### config.mk
export PLATFORM = sky130hd
export DESIGN_NAME = clock_set_ctrl
export DESIGN_NICKNAME = d
export VERILOG_FILES = /design/src/rtl/clock_set_ctrl.sv
export SDC_FILE = /design/constraint.sdc
export NUM_CORES = 1
export LEC_CHECK = 0
export CAP_MARGIN = 40
export CORE_MARGIN = 4
export CORE_UTILIZATION = 60
export CTS_CLUSTER_SIZE = 8
export DETAILED_ROUTE_END_ITERATION = 10
export PLACE_DENSITY = 0.89
export SKIP_LAST_GASP = 1
export SYNTH_ARGS = -nofsm -noshare
export SYNTH_HDL_FRONTEND = slang
export SYNTH_SLANG_ARGS = --single-unit
### constraint.sdc
create_clock -name clk -period 2.9 [get_ports clk]
set_input_delay 0.87 -clock clk [delete_from_list [all_inputs] [get_ports clk]]
set_output_delay 0.87 -clock clk [all_outputs]
set_load 0.02 [all_outputs]
### src/rtl/clock_set_ctrl.sv
// Time-set controller for the wall clock.
// Synchronises and debounces three raw active-low keys and runs a RUN / SET_HR / SET_MIN
// mode FSM. Emits one-cycle increment pulses with auto-repeat on a held up key, and
// blanking strobes so the display stage can blink the field being edited.
//
// Ports:
//   clk        - system clock
//   rst        - asynchronous active-low reset
//   key_mode_n - raw mode key (active-low, asynchronous)
//   key_up_n   - raw increment key (active-low, asynchronous)
//   key_ampm_n - raw AM/PM key (active-low, asynchronous)
//   set_hr     - one-cycle hour increment pulse
//   set_min    - one-cycle minute increment pulse
//   AM2PM      - one-cycle AM/PM toggle pulse
//   mode       - 0 RUN, 1 SET_HR, 2 SET_MIN
//   blank_hr   - hour digits blanked
//   blank_min  - minute digits blanked
module clock_set_ctrl #(
  parameter int unsigned DEBOUNCE_CYC = 1_000_000,
  parameter int unsigned HOLD_CYC     = 25_000_000,
  parameter int unsigned REPEAT_CYC   = 5_000_000,
  parameter int unsigned BLINK_CYC    = 12_500_000,
  parameter int unsigned TIMEOUT_CYC  = 500_000_000
) (
  input  logic       clk,
  input  logic       rst,
  input  logic       key_mode_n,
  input  logic       key_up_n,
  input  logic       key_ampm_n,
  output logic       set_hr,
  output logic       set_min,
  output logic       AM2PM,
  output logic [1:0] mode,
  output logic       blank_hr,
  output logic       blank_min
);

  localparam int unsigned DbW    = $clog2(DEBOUNCE_CYC + 1);
  localparam int unsigned RepMax = (HOLD_CYC > REPEAT_CYC) ? HOLD_CYC : REPEAT_CYC;
  localparam int unsigned RepW   = $clog2(RepMax + 1);
  localparam int unsigned BlkW   = $clog2(BLINK_CYC + 1);
  localparam int unsigned TmoW   = $clog2(TIMEOUT_CYC + 1);

  localparam logic [DbW-1:0]  DbMax   = DbW'(DEBOUNCE_CYC);
  localparam logic [RepW-1:0] RepSat  = RepW'(RepMax);
  localparam logic [RepW-1:0] HoldEnd = RepW'(HOLD_CYC - 1);
  localparam logic [RepW-1:0] RepEnd  = RepW'(REPEAT_CYC - 1);
  localparam logic [BlkW-1:0] BlkSat  = BlkW'(BLINK_CYC);
  localparam logic [BlkW-1:0] BlkEnd  = BlkW'(BLINK_CYC - 1);
  localparam logic [TmoW-1:0] TmoSat  = TmoW'(TIMEOUT_CYC);
  localparam logic [TmoW-1:0] TmoEnd  = TmoW'(TIMEOUT_CYC - 1);

  // Key index within the packed key vectors.
  localparam int unsigned KMode = 0;
  localparam int unsigned KUp   = 1;
  localparam int unsigned KAmpm = 2;

  typedef enum logic [1:0] {StRun = 2'd0, StSetHr = 2'd1, StSetMin = 2'd2} state_e;

  logic [2:0]     key_raw, sync1_q, sync2_q, deb_q, deb_d, press;
  logic [DbW-1:0] db_cnt_q [3];
  logic [DbW-1:0] db_cnt_d [3];

  state_e          state_q, state_d;
  logic [TmoW-1:0] tmo_q, tmo_d;
  logic [RepW-1:0] rep_q, rep_d;
  logic            rep_active_q, rep_active_d, rep_started_q, rep_started_d;
  logic [BlkW-1:0] blk_q, blk_d;
  logic            phase_q, phase_d;
  logic            set_hr_q, set_hr_d, set_min_q, set_min_d, am2pm_q, am2pm_d;
  logic            blank_hr_q, blank_hr_d, blank_min_q, blank_min_d;

  logic in_set, up_down, rep_hit, rep_pending, rep_fire, tmo_fire, up_take, inc, entry;

  assign key_raw = {key_ampm_n, key_up_n, key_mode_n};

  // Debounce: the level flips on the cycle the mismatch counter has already reached its
  // terminal value, which is what gives the sync + debounce + output-register latency.
  always_comb begin
    deb_d = deb_q;
    press = '0;
    for (int i = 0; i < 3; i++) begin
      db_cnt_d[i] = '0;
      if (sync2_q[i] != deb_q[i]) begin
        if (db_cnt_q[i] == DbMax) begin
          deb_d[i] = sync2_q[i];
          press[i] = ~sync2_q[i];
        end else begin
          db_cnt_d[i] = db_cnt_q[i] + 1'b1;
        end
      end
    end
  end

  always_comb begin
    in_set  = (state_q != StRun);
    up_down = ~deb_q[KUp];
    rep_hit = rep_started_q ? (rep_q == RepEnd) : (rep_q == HoldEnd);
    // Any accepted press or repeat clears inactivity, so it also suppresses the timeout.
    rep_pending = rep_active_q && up_down && rep_hit;
    tmo_fire    = in_set && (tmo_q == TmoEnd) && (press == '0) && !rep_pending;
    rep_fire    = rep_pending && !press[KMode];
    up_take     = press[KUp] && in_set && !press[KMode];
    inc         = up_take || rep_fire;

    state_d = state_q;
    if (press[KMode]) begin
      case (state_q)
        StRun:   state_d = StSetHr;
        StSetHr: state_d = StSetMin;
        default: state_d = StRun;
      endcase
    end else if (tmo_fire) begin
      state_d = StRun;
    end
    entry = (state_d != state_q) && (state_d != StRun);

    // A mode change while up is held kills the repeat until a fresh press.
    rep_d         = rep_q;
    rep_active_d  = rep_active_q;
    rep_started_d = rep_started_q;
    if (up_take) begin
      rep_active_d  = 1'b1;
      rep_started_d = 1'b0;
      rep_d         = '0;
    end else if (!rep_active_q || !up_down || (state_d != state_q)) begin
      rep_active_d  = 1'b0;
      rep_started_d = 1'b0;
      rep_d         = '0;
    end else if (rep_fire) begin
      rep_started_d = 1'b1;
      rep_d         = '0;
    end else if (rep_q != RepSat) begin
      rep_d = rep_q + 1'b1;
    end

    tmo_d = tmo_q;
    if ((state_d == StRun) || (state_d != state_q) || (press != '0) || rep_fire) begin
      tmo_d = '0;
    end else if (tmo_q != TmoSat) begin
      tmo_d = tmo_q + 1'b1;
    end

    // Restarting the blink on entry and on every increment keeps edited digits visible.
    blk_d   = blk_q;
    phase_d = phase_q;
    if (entry || inc) begin
      blk_d   = '0;
      phase_d = 1'b0;
    end else if (blk_q == BlkEnd) begin
      blk_d   = '0;
      phase_d = ~phase_q;
    end else if (blk_q != BlkSat) begin
      blk_d = blk_q + 1'b1;
    end

    set_hr_d    = inc && (state_q == StSetHr);
    set_min_d   = inc && (state_q == StSetMin);
    am2pm_d     = press[KAmpm];
    blank_hr_d  = (state_d == StSetHr) && phase_d;
    blank_min_d = (state_d == StSetMin) && phase_d;
  end

  always_ff @(posedge clk or negedge rst) begin
    if (!rst) begin
      sync1_q       <= '1;
      sync2_q       <= '1;
      deb_q         <= '1;
      for (int i = 0; i < 3; i++) db_cnt_q[i] <= '0;
      state_q       <= StRun;
      tmo_q         <= '0;
      rep_q         <= '0;
      rep_active_q  <= 1'b0;
      rep_started_q <= 1'b0;
      blk_q         <= '0;
      phase_q       <= 1'b0;
      set_hr_q      <= 1'b0;
      set_min_q     <= 1'b0;
      am2pm_q       <= 1'b0;
      blank_hr_q    <= 1'b0;
      blank_min_q   <= 1'b0;
    end else begin
      sync1_q       <= key_raw;
      sync2_q       <= sync1_q;
      deb_q         <= deb_d;
      for (int i = 0; i < 3; i++) db_cnt_q[i] <= db_cnt_d[i];
      state_q       <= state_d;
      tmo_q         <= tmo_d;
      rep_q         <= rep_d;
      rep_active_q  <= rep_active_d;
      rep_started_q <= rep_started_d;
      blk_q         <= blk_d;
      phase_q       <= phase_d;
      set_hr_q      <= set_hr_d;
      set_min_q     <= set_min_d;
      am2pm_q       <= am2pm_d;
      blank_hr_q    <= blank_hr_d;
      blank_min_q   <= blank_min_d;
    end
  end

  assign set_hr    = set_hr_q;
  assign set_min   = set_min_q;
  assign AM2PM     = am2pm_q;
  assign mode      = state_q;
  assign blank_hr  = blank_hr_q;
  assign blank_min = blank_min_q;

endmodule

---- Word-level counts from Yosys, hierarchy flattened ----
Index checks and enable logic that the tools add are counted.
word-level totals
  register bits after elaboration ......... 157
  bits in latches ......................... 0
  bits in writable memories ............... 0
  bits in read-only memories .............. 0
  bits of input ports ..................... 5
  output and inout port bits .............. 7
  logic and storage cells ................. 118
  memories ................................ 0
operators by class
  add/subtract/negate cells ............... 6
  $mul .................................... 0
  div/mod/pow operators ................... 0
  magnitude comparators ................... 0
  eq/ne operators ......................... 18
  shift-type cells ........................ 0
  multiplexer cells ....................... 32
  bitwise operators ....................... 5
  reductions and logical operators ........ 37
operator list
  cell                                                               count
  20-bit 2-to-1 mux                                                  6
  25-bit 2-to-1 mux                                                  4
  24-bit 2-to-1 mux                                                  3
  20-bit by 1-bit adder with 20-bit output, second input constant    3
  20-bit == test, second input constant                              3
  29-bit 2-to-1 mux                                                  2
  29-bit by 1-bit adder with 29-bit output, second input constant    1
  29-bit == test, second input constant                              1
  29-bit != test, second input constant                              1
  25-bit by 1-bit adder with 25-bit output, second input constant    1
  25-bit by 23-bit == test with 1-bit output, second input constant  1
  25-bit == test, second input constant                              1
  25-bit != test, second input constant                              1
  24-bit by 1-bit adder with 24-bit output, second input constant    1
  24-bit == test, second input constant                              1
  24-bit != test, second input constant                              1
  1-bit 2-to-1 mux                                                   14
  1-bit logical AND                                                  13
  3-bit nonzero test                                                 3
  2-bit nonzero test                                                 4
  1-bit logical OR                                                   7
  2-bit AND reduction                                                3
  1-bit NOT                                                          5
  2-bit by 1-bit == test with 1-bit output, second input constant    2
  other kinds (9)                                                    16

---- Depth between registers and ports, before layout ----
Gate-level depths: netlist of the first run.
  depth after elaboration ................. 13
  mapped depth ............................ 9
  depth with buffers taken out ............ 7

---- Least setup slack after synthesis of the first run ----
Ideal clock, no wire load.
  path kind ............................... reg2reg
  start point ............................. reg db_cnt_q[40] (netlist bit)
  end point ............................... reg blk_q[0]
  setup time .............................. 145 ps
  arrival ................................. 1,875 ps
  required time ........................... 2,755 ps
  setup slack ............................. 880 ps
  cell stages (with the launch flop) ...... 10
  path buffers ............................ 2
  clock period less this slack ............ 2,020 ps
  cells stage by stage .................... dfrtp_1 inv_1 ha_1 nor4b_2 nand3_1 or3_1 buf_6 a31oi_4 buf_8 nor3_2
on the way
  longest elaborated chain between the ends .. 12
  elaborated cells between the ends (all ways) .. 18
  those cells by class .................... eq/ne: 2; mux: 5; reduce/logical: 11
ends and longest elaborated chain
  element                                                                          line  text
  from (decl)                                                                      61    logic [DbW-1:0] db_cnt_q [3];
  20-bit == test *                                                                 85    if (db_cnt_q[i] == DbMax) begin
  1-bit 2-to-1 mux *                                                               85
  1-bit 2-to-1 mux *                                                               84    if (sync2_q[i] != deb_q[i]) begin
  3-bit logical NOT                                                                101   tmo_fire = in_set && (tmo_q == TmoEnd) && (press == '0) && !rep_pending;
  1-bit logical AND (2 in a row)                                                   101
  2-bit 2-to-1 mux                                                                 113   end else if (tmo_fire) begin
  2-bit 2-to-1 mux                                                                 107   if (press[KMode]) begin
  2-bit != test / 2-bit nonzero test (equally long branches)                       116   entry = (state_d != state_q) && (state_d != StRun);
  1-bit logical AND                                                                116
  1-bit logical OR *                                                               147   if (entry || inc) begin
  3-bit nonzero test (no source line) / 24-bit 2-to-1 mux (equally long branches)  n/a
  to (signal assigned)                                                             192   blk_q <= blk_d;
  to (decl)                                                                        68    logic [BlkW-1:0] blk_q, blk_d;
Mark *: on every way between the ends. The rest lies on a longest branch, timed or not.
A chain may end at the register's enable or synchronous reset.

---- Worst setup path after layout of the first run ----
  start point ............................. reg state_q[0], in the netlist mode[0]
  end point ............................... out mode[0]
RTL lines
  element                 line  text
  from (decl)             64    state_e state_q, state_d;
  from (signal assigned)  170   state_q <= StRun;
  from (signal assigned)  187   state_q <= state_d;
  to (decl)               33    output logic [1:0] mode,
No word-level cell between the ends.

==> results.json, run 1 <==
{
  "ys.flop_type": "dfrtp_1",
  "clock.fmax_mhz": 401,
  "place_area_um2": 8430,
  "p_per_area_nw_per_um2": 517,
  "fill_cells": 983,
  "design_area_um2": 9050,
  "multiInputGateArea_um2": 3940,
  "antenna_found_initial": 0,
  "yosys.area.top_type_share_pct": 45.6,
  "outcome": "finished clean",
  "critPathSlowestCell": "clkdlybuf4s50_1",
  "path_delay_family": "buffers and inverters",
  "clockBufferDepth": 2,
  "start_util_pct": 61.3,
  "irDropWorstVdd_mv": 0.461,
  "critPathArrivalTime_ns": 1.63,
  "slew_headroom_pct": 53.1,
  "fp.dieH_um": 124,
  "io_pins": 12,
  "grt_max_degree": 58,
  "cts_root_buf": "clkbuf_16",
  "dieArea_um2": 15500,
  "dp_hpwl_um": 10400,
  "postRouteAntennaNets": 0,
  "crit_chain": "clkdlybuf4s50_1",
  "leakagePower_nw": 3.67,
  "required_ns": 2.03,
  "dr.first_iter.drc_count": 437,
  "maxCapViolations": 0,
  "clk_pin_slew_ns": 0.06,
  "drive_above_1_share_pct": 9.15,
  "comb_power_share_pct": 2.2,
  "yosysTopAreaCell": "dfrtp_1",
  "vias_per_cell": 5.82,
  "holdBufCountCts": 0,
  "syn_area_per_cell_um2": 9.75,
  "drt_pre_antenna_iters": 5,
  "crit_type": "reg2out",
  "finalWeightedCongestion": 0.869,
  "async_flop_share_pct": 100,
  "port_buffers": 11,
  "final.setup.tns_ns": 0,
  "p_int_w": 0.00372,
  "wl_per_cell_um": 15.4,
  "cts_buffers": 17,
  "clkPwrFrac_pct": 50.2,
  "die_w_um": 124,
  "synth_nets": 850,
  "start_kind": "flop",
  "grt_usage_pct": 21.9,
  "cp.buffers_inverters": 1,
  "cpPeakStageDelay_ns": 0.67,
  "clk_latency_ns": 0.43,
  "p_sw_share_pct": 20.5,
  "worstMarginPinSlew_ns": 0.698,
  "synthCells": 833,
  "grt_pass1_wl_um": 28000,
  "rows": 42,
  "design.core.area_um2": 13200,
  "p_switching_w": 0.000960,
  "end_kind": "primary output",
  "layout.nets": 867,
  "finalSetupViolations": 0,
  "finalMaxSlewViolations": 0,
  "synth_cell_types": 54,
  "final.min_clock_period_ns": 2.50,
  "synth_edf_count": 0,
  "rsz0062_at_grt": "no",
  "netlist_area_um2": 8120,
  "hold_viol": 0,
  "power.share.sequential_pct": 47.5,
  "synth_seq_cells": 157,
  "final_util_pct": 68.4,
  "period_share_pct": 86.1,
  "yosysSeqAreaShare_pct": 48.5,
  "yosysWarnings": 0,
  "cts_setup_buffers": 0,
  "regArea_um2": 3940,
  "clock-sinks": 157,
  "synthTopCellsByArea": "dfrtp_1, xor2_1, nor2_1, xnor2_1, nand3_1",
  "areaGrowthSynthToFinish_pct": 11.4,
  "htree_levels": 4,
  "cts_tree": "yes",
  "cts_resized": 0,
  "grt-ovfl-total": 0,
  "diodes": 0,
  "post-route-drc-count": 0,
  "grt_pass1_vias": 6072,
  "hold_path.class": "reg2reg",
  "via_count": 6048,
  "finalClockSkew_ns": 0.00601,
  "wl_um": 16000,
  "holdWs_ns": 0.357,
  "path_max_fanout": 8,
  "total_power_w": 0.00468
}
[sequential cells by signal, summed over array words and instances, names as in the netlist, 2 cells and up]
name / cells
db_cnt_q: 60
mode: 2
rep_q: 25
deb_q: 3
sync2_q: 3
blk_q: 24
tmo_q: 29
sync1_q: 3
[area by class of cell]
cell class,instances,share of cell area (%)
multi-input cells,621,43.5
repair buffers,24,2.45
well taps,176,2.43
clock buffers,21,5.09
clock inverters,11,1.82
flip-flops and latches,157,43.5
inverters,29,1.20
[cells by family after synthesis]
logic type | Yosys count | share of synthesized area, %
flip-flops | 157 | 48.5
buffers and inverters | 55 | 3.05
XOR/XNOR | 125 | 13.5
AO/OA/AOI/OAI | 27 | 2.45
adder cells (fa/ha/maj) | 12 | 1.85
multiplexers | 7 | 0.909
AND/OR/NAND/NOR | 450 | 29.8
[Yosys cell counts, types with 8 or more instances]
cell	number
a21oi_1	8
and3_1	16
and4_1	19
clkbuf_1	15
dfrtp_1	148
dfstp_2	9
ha_1	12
inv_1	29
nand2_1	51
nand3_1	51
nand4_1	39
nor2_1	152
nor3_1	30
nor3_2	10
nor4_1	16
nor4b_1	10
o21ai_0	8
or3_1	9
xnor2_1	55
xor2_1	70
[final timing paths]
| kind | endpoint | from | depth (start not counted) | slack, ns |
|---|---|---|---|---|
| setup / recovery | mode[0] | mode[0] | 1 | 0.40 |
| hold / removal | sync2_q[0] | sync1_q[0] | 0 | 0.36 |
| setup reg to reg | blk_q[10] | db_cnt_q[40] | 8 | 0.59 |
| hold reg to reg | sync2_q[0] | sync1_q[0] | 0 | 0.36 |
| max in group asynchronous | sync1_q[2] | rst | 2 | 1.81 |
| min in group asynchronous | blk_q[23] | rst | 1 | 0.39 |
[placed cells by master, fill, tap and decap left out, types with 5 or more instances in the layout]
cell / instances
a21oi_1: 8
and2_1: 6
and3_1: 16
and4_1: 19
buf_4: 12
clkbuf_16: 17
clkdlybuf4s50_1: 10
dfrtp_1: 148
dfstp_2: 9
ha_1: 12
inv_1: 29
nand2_1: 51
nand2b_1: 5
nand3_1: 51
nand4_1: 39
nand4b_1: 6
nor2_1: 152
nor3_1: 30
nor3_2: 10
nor4_1: 16
nor4b_1: 10
o21ai_0: 6
or3_1: 9
xnor2_1: 55
xor2_1: 70
[metal layers]
metal / global-route usage, % / wire length, um / vias up
met5: 0 / 0 / -
met4: 8.90 / 306 / 0
met1: 28.2 / 7170 / 2963
li1: - / - / 2922
met3: 5.10 / 606 / 26
met2: 35.8 / 7960 / 137
[per-stage QoR]
step,cells,worst slack [ns]
floorplan,833,0.880
global placement,1007,0.717
detailed placement,1007,0.615
CTS,1039,0.413
global route,1039,0.346
finish,1039,0.404
[power by group through the flow]
| stage | clock (W) | sequential, W | combinational, W |
|---|---|---|---|
| finish | 0.00235 | 0.00223 | 0.000104 |
| global route | 0.00248 | 0.00223 | 0.000121 |
| CTS | 0.00238 | 0.00222 | 0.000108 |
| detailed placement | 0 | 0.00226 | 0.000107 |
| global placement | 0 | 0.00226 | 0.000105 |
| floorplan | 0 | 0.00226 | 0.0000399 |
Note: power is estimated with default switching activity, not from simulation.
==> run 2, diff against run 1 <==
--- a/config.mk
+++ b/config.mk
@@ -8,7 +8,7 @@
 export CAP_MARGIN = 40
 export CORE_MARGIN = 4
 export CORE_UTILIZATION = 60
-export CTS_CLUSTER_SIZE = 8
+export CTS_CLUSTER_SIZE = 20
 export DETAILED_ROUTE_END_ITERATION = 10
 export PLACE_DENSITY = 0.89
 export SKIP_LAST_GASP = 1
==> constraint.sdc (replaced) <==
create_clock -name clk -period 3.1 [get_ports clk]
set_input_delay 0.93 -clock clk [delete_from_list [all_inputs] [get_ports clk]]
set_output_delay 0.93 -clock clk [all_outputs]
set_load 0.02 [all_outputs]
==> run 2 against run 1 <==
Worst hold slack lost 0.0019 ns. Sequential share of layout area increased by 0.10 points. Flip-flop and latch count is the same. Die area unchanged. Non-clock buffer count down 2. Core utilization shrank 0.16 points. Combinational power decreased by 4%. Clock-buffer cell count down 3. Critical endpoint unchanged.
==> results.json, run 2 (same netlist as run 1, synthesis figures left out) <==
{
  "outcome": "finished clean",
  "worstMarginPinSlew_ns": 0.826,
  "hold_depth": 0,
  "clock.fmax_mhz": 392,
  "slew_headroom_pct": 44.4,
  "cp.buffers_inverters": 1,
  "finalClockSkew_ns": 0.00951,
  "clockBufferDepth": 2,
  "cts_setup_buffers": 0,
  "grt-ovfl-total": 0,
  "r2r_setup_slack_ns": 0.76,
  "grt_pass1_vias": 6091,
  "finalSetupViolations": 0,
  "irDropWorstVdd_mv": 0.416,
  "antenna_found_initial": 0,
  "drive_above_1_share_pct": 9.18,
  "dieArea_um2": 15500,
  "final_common_cell": "nor2_1",
  "post-route-drc-count": 0,
  "rsz0062_at_grt": "no",
  "reg_top3": "db_cnt_q (60), tmo_q (29), rep_q (25)",
  "finalMaxSlewViolations": 0,
  "start_kind": "flop",
  "finalWeightedCongestion": 0.837,
  "die_w_um": 124,
  "clk_pin_slew_ns": 0.06,
  "path_delay_family": "buffers and inverters",
  "required_ns": 2.17,
  "grt_pass1_wl_um": 28600,
  "hold_path.class": "reg2reg",
  "drt_pre_antenna_iters": 5,
  "cts_root_buf": "clkbuf_16",
  "place_inst": 1005,
  "fp.dieH_um": 124,
  "wl_per_cell_um": 15.5,
  "regArea_um2": 3940,
  "postRouteAntennaNets": 0,
  "end_kind": "primary output",
  "crit_type": "reg2out",
  "io_pins": 12,
  "p_per_area_nw_per_um2": 478,
  "hold_viol": 0,
  "final.setup.tns_ns": 0,
  "final.min_clock_period_ns": 2.55,
  "maxCapViolations": 0,
  "largest_register": "db_cnt_q",
  "critPathArrivalTime_ns": 1.62,
  "fill_cells": 977,
  "rows": 42,
  "min_to": "sync2_q[1]",
  "dp_hpwl_um": 10700,
  "reg2reg_depth": 8,
  "port_buffers": 11,
  "critPathSlowestCell": "clkdlybuf4s50_1",
  "htree_levels": 4,
  "vias_per_cell": 5.80,
  "diodes": 0,
  "cts_resized": 0,
  "cts_buffers": 17,
  "leakagePower_nw": 3.65,
  "dr.first_iter.drc_count": 504,
  "via_count": 6013,
  "multiInputGateArea_um2": 3940,
  "crit_chain": "clkdlybuf4s50_1",
  "clk_latency_ns": 0.43,
  "start_util_pct": 61.3,
  "clock-sinks": 157,
  "layout.nets": 865,
  "path_max_fanout": 8,
  "grt_usage_pct": 21.9,
  "holdBufCountCts": 0,
  "r2r-start": "db_cnt_q[20]",
  "design.core.area_um2": 13200,
  "final_cell_mix": "nor2_1, dfrtp_1, xor2_1",
  "finalNonFillerCells": 1037,
  "r2r-end": "tmo_q[5]",
  "areaGrowthSynthToFinish_pct": 11.2,
  "grt_max_degree": 67,
  "largest_register_ffs": 60,
  "period_share_pct": 82.2,
  "cts_tree": "yes",
  "holdCritStartpoint": "sync1_q[1]",
  "cpPeakStageDelay_ns": 0.67,
  "wl_um": 16100
}
## run 2: changes by cell type in the layout (fill, tap and decap cells not counted), sizes merged
cell	delta
inv	+2
buf	-2
clkbuf	-3
clkinvlp	+2
bufinv	-1
## run 2: worst max-delay path by stage
stage                 startpoint        end  slack (ns)  depth (start not counted)
floorplan           db_cnt_q[40]   blk_q[0]        1.08                          9
global placement    db_cnt_q[20]   tmo_q[9]        0.86                          8
detailed placement  db_cnt_q[40]  blk_q[15]        0.78                          8
CTS                      mode[0]    mode[0]        0.57                          1
global route             mode[0]    mode[0]        0.49                          1
finish                   mode[0]    mode[0]        0.55                          1
## run 2: layout make-up
class / instances / share of cell area, %
clock buffer: 18 / 4.86
clock inverter: 14 / 1.86
inverter: 29 / 1.21
multi-input combinational: 621 / 43.6
sequential: 157 / 43.6
tap: 176 / 2.44
timing repair buffer: 22 / 2.42
## run 2: metal layers
layer  vias to the layer above  routed length (um)  GRT usage (%)
met5                         -                   0              0
met4                         0                 103           4.84
met2                        91                8020           36.1
li1                       2916                   -              -
met3                         8                 509           4.97
met1                      2998                7450           29.9
## run 2: power by group
part	internal, W	switching (W)
registers	0.00207	0.0000146
logic	0.0000292	0.0000703
clock network	0.00129	0.000845
total	0.00338	0.000930
## run 2: per-stage QoR
step / instance area, um^2 / total power, W / util, % / hold slack (ns) / setup slack [ns]
after floorplan: 8120 / 0.00215 / - / 0.345 / 1.08
after global placement: 8420 / 0.00222 / 63.6 / 0.346 / 0.861
after detailed placement: 8420 / 0.00222 / 63.6 / 0.347 / 0.776
after CTS: 9030 / 0.00435 / 68.2 / 0.356 / 0.565
after global routing: 9030 / 0.00447 / 68.2 / 0.360 / 0.487
final: 9030 / 0.00431 / 68.2 / 0.356 / 0.552
